File: src/rtl/uart_job_controller_if.sv
// Signal bundle between the UART byte core / SHA-256 miner and the job controller.
// The controller uses the slave view; the surrounding fabric (or a bench) uses master.
interface uart_job_controller_if #(
  parameter int HEADER_BYTES = 80
);
  logic [7:0]                  rx_data;
  logic                        rx_rdy;
  logic                        rx_rdy_clr;
  logic [7:0]                  tx_data;
  logic                        tx_wr_en;
  logic                        tx_busy;
  logic [8*HEADER_BYTES-1:0]   header_data;
  logic                        miner_start;
  logic                        nonce_found;
  logic [31:0]                 nonce_in;
  logic                        nonce_dropped;
  logic                        frame_dropped;
  logic [6:0]                  byte_count;

  modport slave (
    input  rx_data, rx_rdy, tx_busy, nonce_found, nonce_in,
    output rx_rdy_clr, tx_data, tx_wr_en, header_data, miner_start,
           nonce_dropped, frame_dropped, byte_count
  );

  modport master (
    output rx_data, rx_rdy, tx_busy, nonce_found, nonce_in,
    input  rx_rdy_clr, tx_data, tx_wr_en, header_data, miner_start,
           nonce_dropped, frame_dropped, byte_count
  );
endinterface

File: src/rtl/uart_job_controller.sv
// UART job controller: assembles received bytes into a block header for the miner,
// and serialises found nonces MSB-first to the UART transmitter (active + 1 pending).
module uart_job_controller #(
  parameter int HEADER_BYTES = 80,
  parameter int NONCE_BYTES  = 4,
  parameter int RX_TIMEOUT   = 500000
) (
  input  logic                  clock,
  input  logic                  reset,
  uart_job_controller_if.slave  bus
);
  localparam int HW = 8 * HEADER_BYTES;
  localparam int IW = $clog2(RX_TIMEOUT + 1);
  localparam int BW = $clog2(NONCE_BYTES + 1);

  typedef enum logic [1:0] {TX_IDLE, TX_LOAD, TX_WAIT_BUSY, TX_WAIT_DONE} tx_state_t;

  // Receive path state
  logic [HW-1:0] shift_q, shift_d;
  logic [HW-1:0] header_q, header_d;
  logic [6:0]    byte_count_q, byte_count_d;
  logic [IW-1:0] idle_q, idle_d;
  logic          rx_rdy_clr_q, rx_rdy_clr_d;
  logic          commit_q, commit_d;
  logic          miner_start_q, miner_start_d;
  logic          frame_dropped_q, frame_dropped_d;
  logic          capture;

  // Transmit path state
  tx_state_t     state_q, state_d;
  logic [31:0]   active_q, active_d;
  logic          active_valid_q, active_valid_d;
  logic [31:0]   pending_q, pending_d;
  logic          pending_valid_q, pending_valid_d;
  logic [BW-1:0] bytes_left_q, bytes_left_d;
  logic [7:0]    tx_data_q, tx_data_d;
  logic          tx_wr_en_q, tx_wr_en_d;
  logic          nonce_dropped_q, nonce_dropped_d;

  // RX: capture one byte per rx_rdy, commit a full frame one clock later, drop stale partials
  always_comb begin
    // The acknowledge is still high while the core clears rx_rdy, so it masks re-capture.
    capture         = bus.rx_rdy && !rx_rdy_clr_q;
    shift_d         = shift_q;
    header_d        = header_q;
    byte_count_d    = byte_count_q;
    idle_d          = idle_q;
    rx_rdy_clr_d    = capture;
    commit_d        = 1'b0;
    miner_start_d   = commit_q;
    frame_dropped_d = 1'b0;
    if (commit_q) begin
      header_d = shift_q;
    end
    if (capture) begin
      shift_d = {shift_q[HW-9:0], bus.rx_data};
      idle_d  = '0;
      if (byte_count_q == 7'(HEADER_BYTES - 1)) begin
        byte_count_d = '0;
        commit_d     = 1'b1;
      end else begin
        byte_count_d = byte_count_q + 7'd1;
      end
    end else if (byte_count_q != 7'd0) begin
      if (idle_q == IW'(RX_TIMEOUT - 1)) begin
        byte_count_d    = '0;
        shift_d         = '0;
        idle_d          = '0;
        frame_dropped_d = 1'b1;
      end else begin
        idle_d = idle_q + IW'(1);
      end
    end else begin
      idle_d = '0;
    end
  end

  // RX state registers
  always_ff @(posedge clock or negedge reset) begin
    if (!reset) begin
      shift_q         <= '0;
      header_q        <= '0;
      byte_count_q    <= '0;
      idle_q          <= '0;
      rx_rdy_clr_q    <= 1'b0;
      commit_q        <= 1'b0;
      miner_start_q   <= 1'b0;
      frame_dropped_q <= 1'b0;
    end else begin
      shift_q         <= shift_d;
      header_q        <= header_d;
      byte_count_q    <= byte_count_d;
      idle_q          <= idle_d;
      rx_rdy_clr_q    <= rx_rdy_clr_d;
      commit_q        <= commit_d;
      miner_start_q   <= miner_start_d;
      frame_dropped_q <= frame_dropped_d;
    end
  end

  // TX: byte sequencer plus nonce buffering (promotion is resolved before a new nonce lands)
  always_comb begin
    state_d         = state_q;
    active_d        = active_q;
    active_valid_d  = active_valid_q;
    pending_d       = pending_q;
    pending_valid_d = pending_valid_q;
    bytes_left_d    = bytes_left_q;
    tx_data_d       = tx_data_q;
    tx_wr_en_d      = 1'b0;
    nonce_dropped_d = 1'b0;
    case (state_q)
      TX_IDLE: begin
        if (active_valid_q) begin
          state_d      = TX_LOAD;
          bytes_left_d = BW'(NONCE_BYTES);
        end else if (pending_valid_q) begin
          active_d        = pending_q;
          active_valid_d  = 1'b1;
          pending_valid_d = 1'b0;
        end
      end
      TX_LOAD: begin
        // Only strobe into an idle transmitter.
        if (!bus.tx_busy) begin
          tx_data_d    = active_q[31:24];
          tx_wr_en_d   = 1'b1;
          active_d     = {active_q[23:0], 8'h00};
          bytes_left_d = bytes_left_q - BW'(1);
          state_d      = TX_WAIT_BUSY;
        end
      end
      TX_WAIT_BUSY: begin
        if (bus.tx_busy) state_d = TX_WAIT_DONE;
      end
      TX_WAIT_DONE: begin
        if (!bus.tx_busy) begin
          if (bytes_left_q != '0) begin
            state_d = TX_LOAD;
          end else begin
            state_d         = TX_IDLE;
            active_d        = pending_q;
            active_valid_d  = pending_valid_q;
            pending_valid_d = 1'b0;
          end
        end
      end
      default: state_d = TX_IDLE;
    endcase
    if (bus.nonce_found) begin
      if (state_q == TX_IDLE && !active_valid_d) begin
        active_d       = bus.nonce_in;
        active_valid_d = 1'b1;
      end else if (!pending_valid_d) begin
        pending_d       = bus.nonce_in;
        pending_valid_d = 1'b1;
      end else begin
        nonce_dropped_d = 1'b1;
      end
    end
  end

  // TX state registers
  always_ff @(posedge clock or negedge reset) begin
    if (!reset) begin
      state_q         <= TX_IDLE;
      active_q        <= '0;
      active_valid_q  <= 1'b0;
      pending_q       <= '0;
      pending_valid_q <= 1'b0;
      bytes_left_q    <= '0;
      tx_data_q       <= '0;
      tx_wr_en_q      <= 1'b0;
      nonce_dropped_q <= 1'b0;
    end else begin
      state_q         <= state_d;
      active_q        <= active_d;
      active_valid_q  <= active_valid_d;
      pending_q       <= pending_d;
      pending_valid_q <= pending_valid_d;
      bytes_left_q    <= bytes_left_d;
      tx_data_q       <= tx_data_d;
      tx_wr_en_q      <= tx_wr_en_d;
      nonce_dropped_q <= nonce_dropped_d;
    end
  end

  assign bus.rx_rdy_clr    = rx_rdy_clr_q;
  assign bus.header_data   = header_q;
  assign bus.byte_count    = byte_count_q;
  assign bus.miner_start   = miner_start_q;
  assign bus.frame_dropped = frame_dropped_q;
  assign bus.tx_data       = tx_data_q;
  assign bus.tx_wr_en      = tx_wr_en_q;
  assign bus.nonce_dropped = nonce_dropped_q;
endmodule

File: src/flat_wrapper.sv
// flat-port wrapper written by rule: the top's interface ports become plain ports
module uart_job_controller_flat 
#(
  parameter int HEADER_BYTES = 80,
  parameter int NONCE_BYTES  = 4,
  parameter int RX_TIMEOUT   = 500000
)
  (clock, reset, bus_rx_data, bus_rx_rdy, bus_tx_busy, bus_nonce_found, bus_nonce_in, bus_rx_rdy_clr, bus_tx_data, bus_tx_wr_en, bus_header_data, bus_miner_start, bus_nonce_dropped, bus_frame_dropped, bus_byte_count);
  uart_job_controller_if #(.HEADER_BYTES(HEADER_BYTES)) bus_i ();
  input  logic clock;
  input  logic reset;
  input wire logic [$bits(bus_i.rx_data)-1:0] bus_rx_data;
  input wire logic [$bits(bus_i.rx_rdy)-1:0] bus_rx_rdy;
  input wire logic [$bits(bus_i.tx_busy)-1:0] bus_tx_busy;
  input wire logic [$bits(bus_i.nonce_found)-1:0] bus_nonce_found;
  input wire logic [$bits(bus_i.nonce_in)-1:0] bus_nonce_in;
  output wire logic [$bits(bus_i.rx_rdy_clr)-1:0] bus_rx_rdy_clr;
  output wire logic [$bits(bus_i.tx_data)-1:0] bus_tx_data;
  output wire logic [$bits(bus_i.tx_wr_en)-1:0] bus_tx_wr_en;
  output wire logic [$bits(bus_i.header_data)-1:0] bus_header_data;
  output wire logic [$bits(bus_i.miner_start)-1:0] bus_miner_start;
  output wire logic [$bits(bus_i.nonce_dropped)-1:0] bus_nonce_dropped;
  output wire logic [$bits(bus_i.frame_dropped)-1:0] bus_frame_dropped;
  output wire logic [$bits(bus_i.byte_count)-1:0] bus_byte_count;
  assign bus_i.rx_data = bus_rx_data;
  assign bus_i.rx_rdy = bus_rx_rdy;
  assign bus_i.tx_busy = bus_tx_busy;
  assign bus_i.nonce_found = bus_nonce_found;
  assign bus_i.nonce_in = bus_nonce_in;
  assign bus_rx_rdy_clr = bus_i.rx_rdy_clr;
  assign bus_tx_data = bus_i.tx_data;
  assign bus_tx_wr_en = bus_i.tx_wr_en;
  assign bus_header_data = bus_i.header_data;
  assign bus_miner_start = bus_i.miner_start;
  assign bus_nonce_dropped = bus_i.nonce_dropped;
  assign bus_frame_dropped = bus_i.frame_dropped;
  assign bus_byte_count = bus_i.byte_count;
  uart_job_controller #(.HEADER_BYTES(HEADER_BYTES), .NONCE_BYTES(NONCE_BYTES), .RX_TIMEOUT(RX_TIMEOUT)) u_core (.clock(clock), .reset(reset), .bus(bus_i));
endmodule
File: config.mk
export PLATFORM = sky130hd
export DESIGN_NAME = uart_job_controller_flat
export DESIGN_NICKNAME = d
export VERILOG_FILES = /design/src/rtl/uart_job_controller_if.sv /design/src/rtl/uart_job_controller.sv /design/src/flat_wrapper.sv
export SDC_FILE = /design/constraint.sdc
export NUM_CORES = 1
export LEC_CHECK = 0
export CAP_MARGIN = 20
export CORE_MARGIN = 1.5
export CORE_UTILIZATION = 55
export CTS_CLUSTER_SIZE = 14
export DETAILED_ROUTE_END_ITERATION = 8
export PLACE_DENSITY = 0.77
export SYNTH_ARGS = -nofsm -noshare
export SYNTH_HDL_FRONTEND = slang
export SYNTH_SLANG_ARGS = --single-unit
File: constraint.sdc
create_clock -name clock -period 2.9 [get_ports clock]
set_clock_uncertainty 0.15 [all_clocks]
set_input_delay 0.58 -clock clock [delete_from_list [all_inputs] [get_ports clock]]
set_output_delay 0.58 -clock clock [all_outputs]
set_load 0.03 [all_outputs]
After elaboration in Yosys (flattened, before gate mapping)
Index checks and enable logic that the tools add are counted.
{"block": "op_classes", "n_reduce_logical": 15, "bitwise": 3, "add_sub_neg": 3, "multipliers": 0, "mux": 50, "n_lt_le_gt_ge": 0, "eq_ne": 9, "n_div": 0, "shifts": 0}
{"op": "two-way mux 640 bit", "count": 3}
{"op": "two-way mux 32 bit", "count": 7}
{"op": "one-hot mux 32 bit (3 select lines)", "count": 1}
{"op": "two-way mux 19 bit", "count": 3}
{"op": "two-way mux 7 bit", "count": 4}
{"op": "two-way mux 1 bit", "count": 22}
{"op": "adder 19 x 1 -> 19 bit (second input constant)", "count": 1}
{"op": "== test 19 bit (second input constant)", "count": 1}
{"op": "two-way mux 2 bit", "count": 4}
{"op": "one-hot mux 2 bit (4 select lines)", "count": 1}
{"op": "adder 7 x 1 -> 7 bit (second input constant)", "count": 1}
{"op": "== test 7 bit (second input constant)", "count": 1}
{"op": "nonzero test 7 bit", "count": 1}
{"op": "two-way mux 3 bit", "count": 2}
{"op": "inequality test 2 bit (second input constant)", "count": 3}
{"op": "one-hot mux 3 bit (2 select lines)", "count": 1}
{"op": "AND reduction 3 bit", "count": 2}
{"op": "nonzero test 2 bit", "count": 3}
{"op": "== test 2 bit (second input constant)", "count": 2}
{"op": "one-hot mux 1 bit (2 select lines)", "count": 2}
{"op": "AND reduction 2 bit", "count": 2}
{"op": "AND reduction 4 bit", "count": 1}
{"op": "inverter 1 bit", "count": 3}
{"op": "nonzero test 3 bit", "count": 1}
{"op": "other kinds (6)", "count": 8}
{"block": "word_totals", "memories": 0, "out_inout_bits": 660, "rom_bits": 0, "elab_cells": 97, "ff_bits": 1391, "input_bits": 45, "latch_bits": 0, "ram_bits": 0}

Depth between registers and ports, before layout
Gate-level depths: netlist of the first run.
{"block": "logic_depth", "ltp_word": 8, "ltp_mapped": 9}

Worst setup path before layout of the first run
Ideal clock, no wire load.
{"block": "synth_timing", "kind": "in2reg", "from": "in bus_tx_busy", "to": "reg u_core.pending_q[10]", "required_ps": 2625, "t_arrival_ps": 2337, "setup_ps": 125, "setup_slack_ps": 288, "n_path_buf": 2, "stages": 6, "path_cell_list": "clkbuf_1 or3b_2 a21o_1 a221oi_4 buf_6 mux2_2"}
{"block": "synth_via", "elab_chain_cells": 6, "word_cells_on_any_way": 9}
{"item": "start, declared", "line_no": "flat_wrapper.sv:14", "source": "input wire logic [$bits(bus_i.tx_busy)-1:0] bus_tx_busy;"}
{"item": "two-way mux 1 bit", "line_no": "uart_job_controller.sv:137", "source": "if (!bus.tx_busy) begin"}
{"item": "one-hot mux 1 bit (2 select lines)", "line_no": "uart_job_controller.sv:112", "source": "case (state_q)"}
{"item": "logical NOT 1 bit", "line_no": "uart_job_controller.sv:151", "source": "if (state_q == TX_IDLE && !active_valid_d) begin"}
{"item": "logical AND 1 bit", "line_no": "uart_job_controller.sv:151"}
{"item": "inverter 1 bit (no line)"}
{"item": "AND reduction 3 bit (no line) (*)"}
{"item": "end signal, assigned", "line_no": "uart_job_controller.sv:179", "source": "pending_q <= pending_d;"}
{"item": "end, declared", "line_no": "uart_job_controller.sv:33", "source": "logic [31:0] pending_q, pending_d;"}
Mark *: on every way between the ends. The rest lies on a longest branch, timed or not.
A chain may end at the register's enable or synchronous reset.

Final worst setup path of the first run
{"block": "layout_timing", "from": "reg u_core.byte_count_q[3], in the netlist u_core.bus.byte_count[3]", "to": "out bus_byte_count[3]"}
{"item": "start, declared", "line_no": "uart_job_controller.sv:21", "source": "logic [6:0] byte_count_q, byte_count_d;"}
{"item": "start signal, assigned", "line_no": "uart_job_controller.sv:92", "source": "byte_count_q <= byte_count_d;"}
{"item": "end, declared", "line_no": "flat_wrapper.sv:24", "source": "output wire logic [$bits(bus_i.byte_count)-1:0] bus_byte_count;"}
No word-level cell between the ends.

==> results.sh, run 1 <==
export IMPL_cts_root_buffer_cell="clkbuf_16"
export IMPL_dominantRegCellSynth="dfrtp_1"
export IMPL_crit_family="buffers and inverters"
export IMPL_worst_pin_slew_ns=0.807
export IMPL_p_leak_nw=31.0
export IMPL_vias=31800
export IMPL_drtPass1Iterations=5
export IMPL_setup_viol=0
export IMPL_reg2reg_to="u_core.pending_q[30]"
export IMPL_n_antenna_cell=0
export IMPL_grt_usage=0.280
export IMPL_core_um2=91800
export IMPL_place_congestion=0.837
export IMPL_dieArea_um2=94700
export IMPL_clk_latency_ns=0.73
export IMPL_synth_edf_count=0
export IMPL_min_period_ns=2.77
export IMPL_p_per_area_nw_per_um2=687
export IMPL_syn_area_um2=51100
export IMPL_drive_gt1_frac=0.247
export IMPL_yosysWarnings=0
export IMPL_nFillCells=5996
export IMPL_postCtsSetupBuffers=0
export IMPL_first_iter_violations=2730
export IMPL_critPathMaxStageDelay_ns=0.81
export IMPL_ant_nets=0
export IMPL_syn_inst=3298
export IMPL_worstSetupPathType="reg2out"
export IMPL_hold_viol=0
export IMPL_drv_max_cap_violation_count=0
export IMPL_synth_seq_cells=1391
export IMPL_crit_slowest_cell="clkdlybuf4s50_1"
export IMPL_path_buf_inv=1
export IMPL_r2r_start="u_core.bytes_left_q[0]"
export IMPL_hold_path_class="in2async"
export IMPL_h_tree_depth=4
export IMPL_yosysSeqAreaShare=0.681
export IMPL_crit_chain="clkdlybuf4s50_1"
export IMPL_start_util=0.556
export IMPL_die_w_um=308
export IMPL_r2r_cells=7
export IMPL_fmax_mhz=361
export IMPL_grt_pass1_vias=32300
export IMPL_start_kind="register"
export IMPL_post_drt_via_cell_ratio=5.94
export IMPL_cts_made_buffers=140
export IMPL_multi_input_area_um2=15200
export IMPL_synthToLayoutAreaGrowth_pct=27.0
export IMPL_grt_use_met3=0.0694
export IMPL_grt_pass1_wl_mm=203
export IMPL_cp_max_fo=9
export IMPL_ios=705
export IMPL_top_usage_layer="met2"
export IMPL_num_rows=111
export IMPL_wl_per_cell_um=24.7
export IMPL_die_y_um=308
export IMPL_dpl_cell_area_um2=60100
export IMPL_synth_area_per_cell_um2=15.5
export IMPL_r2r_slack_ns=0.25
export IMPL_clk_path_buf_depth=3
export IMPL_nNetsFinal=4061
export IMPL_cts_resized=0
export IMPL_cts_sinks=1391
export IMPL_async_flop_share=1.00
export IMPL_hpwl_mm=87.5
export IMPL_seq_area_um2=34800
export IMPL_wirelength_mm=132
export IMPL_relSlewSlack=0.462
export IMPL_drc=0
export IMPL_cts_tree="done"
export IMPL_grt_antenna_before_repair=0
export IMPL_outcome="complete, no violations"
export IMPL_post_route_period_util=0.954
export IMPL_use_met1=0.383
export IMPL_io_buffers=704
export IMPL_finalMaxSlewViolations=0
export IMPL_cp_required_ns=2.17
export IMPL_grt_max_degree=150
export IMPL_design_area_um2=64900
export IMPL_rsz0062_at_grt="no"
export IMPL_ir_worst_vdd_mv=0.533
export IMPL_cp_data_arrival_time_ns=2.04
export IMPL_grt_overflow_total=0
export IMPL_met2_usage=0.436
export IMPL_fin_tns_setup_ns=0
export IMPL_synthDistinctLibCells=55
export IMPL_clkTransAtPathRegs_ns=0.06
export IMPL_endpoint_kind="output pin"
export IMPL_mappedNetlistNets=3353
[routing by layer]
layer  up-vias  wire length [um]
met5         -                 0
met4         0              4700
met2      1104             63200
met1     16800             54600
met3       242              9480
li1      13600                 -
[per-stage QoR]
| stage | hold slack, ns | util | instances | worst slack (ns) | total power [W] |
|---|---|---|---|---|---|
| 2_1_floorplan | 0.134 | - | 3298 | 0.288 | 0.0245 |
| 3_3_place_gp | 0.302 | 0.655 | 5106 | -0.0629 | 0.0263 |
| 6_report | 0.288 | 0.706 | 5353 | 0.133 | 0.0446 |
| 5_1_grt | 0.289 | 0.706 | 5353 | 0.0550 | 0.0462 |
| 3_5_place_dp | 0.314 | 0.655 | 5106 | -0.0490 | 0.0265 |
| 4_1_cts | 0.257 | 0.706 | 5353 | 0.0780 | 0.0449 |
[report_power, final]
group          internal (W)  leakage, nW  switching, W
clock network        0.0109         2.33       0.00749
logic               0.00198         9.50       0.00259
registers            0.0206         19.2       0.00108
total                0.0334         31.0        0.0112
[worst max-delay path by stage]
stage	start	endpoint	slack, ns	cells after the start
2_1_floorplan	bus_tx_busy	u_core.pending_q[10]	0.29	6
3_3_place_gp	bus_tx_busy	u_core.pending_q[1]	-0.06	6
3_5_place_dp	bus_tx_busy	u_core.pending_q[3]	-0.05	6
4_1_cts	u_core.bus.byte_count[3]	bus_byte_count[3]	0.08	1
5_1_grt	u_core.bus.byte_count[3]	bus_byte_count[3]	0.06	1
6_report	u_core.bus.byte_count[3]	bus_byte_count[3]	0.13	1
[registers in the layout (all words and copies together), names as in the netlist, 2 cells and up]
signal,count
u_core.bus.header_data,640
u_core.shift_q,640
u_core.active_q,32
u_core.pending_q,32
u_core.idle_q,19
u_core.bus.tx_data,8
u_core.bus.byte_count,7
u_core.bytes_left_q,3
u_core.state_q,2
[synthesized netlist by cell type (2+ instances only)]
cell type  instances  area, um2
nand4_1            7       43.8
clkbuf_1         168        631
or3b_2             3       26.3
buf_6             13        146
o21ai_0           22        110
o21a_1             3       22.5
mux2_1             2       22.5
nor2_1            54        203
buf_2             46        230
nand2b_1           9       56.3
nor3_1             3       15.0
and3_1             2       12.5
nor4_1             2       12.5
or3_1              5       31.3
a21o_1            11       82.6
o31ai_1            2       15.0
dfrtp_1         1391      34800
a31oi_1           24        150
xor2_1             6       52.6
inv_1             13       48.8
nand3_1           13       65.1
a21oi_1           27        135
nand2_1           71        267
or2_2              2       12.5
mux2i_1            2       20.0
mux2_2           670       7540
buf_1             14       52.6
ha_1              10        125
xnor2_1            6       52.6
a22oi_1           28        210
a22o_1           641       5610
and4_1             2       17.5
buf_4              2       15.0
or4_1              2       15.0
o41ai_1            2       17.5
[cell usage in the layout (no fill, tap or decap), types with 7 or more instances in the layout]
| master | n |
|---|---|
| a21o_1 | 11 |
| a21oi_1 | 27 |
| a22o_1 | 641 |
| a22oi_1 | 28 |
| a31oi_1 | 24 |
| buf_12 | 56 |
| buf_4 | 48 |
| bufinv_16 | 10 |
| clkbuf_1 | 20 |
| clkbuf_16 | 144 |
| clkbuf_8 | 34 |
| clkdlybuf4s50_1 | 703 |
| clkinv_2 | 25 |
| dfrtp_1 | 1390 |
| ha_1 | 10 |
| inv_1 | 13 |
| mux2_2 | 670 |
| nand2_1 | 71 |
| nand2b_1 | 9 |
| nand3_1 | 12 |
| nand4_1 | 7 |
| nor2_1 | 54 |
| o21ai_0 | 22 |
[layout make-up]
class                      instances  area share
timing repair buffer             809       0.132
clock buffer                     198      0.0639
multi-input combinational       1650       0.234
tap                             1243      0.0240
inverter                          14    0.000926
sequential                      1391       0.537
clock inverter                    48     0.00874
[repair_timing]
item	in CTS	in global routing
setup endpoints to repair	0	0
hold endpoints to repair	59	0
hold buffers	1	0
[cells by family after synthesis]
logic type | after synthesis | share of synthesized area
buf+inv | 257 | 0.0221
fa+ha+maj | 10 | 0.00245
simple gates | 184 | 0.0168
flops | 1391 | 0.681
mux | 674 | 0.149
xor+xnor | 12 | 0.00206
compound gates | 770 | 0.127
(Power assumes the default switching activity.)
==> inputs of run 2 (changes only) <==
SLEW_MARGIN = 20   (was default)
==> results of run 2 <==
The final DEF is identical to that of run 1; final timing and power are the same.
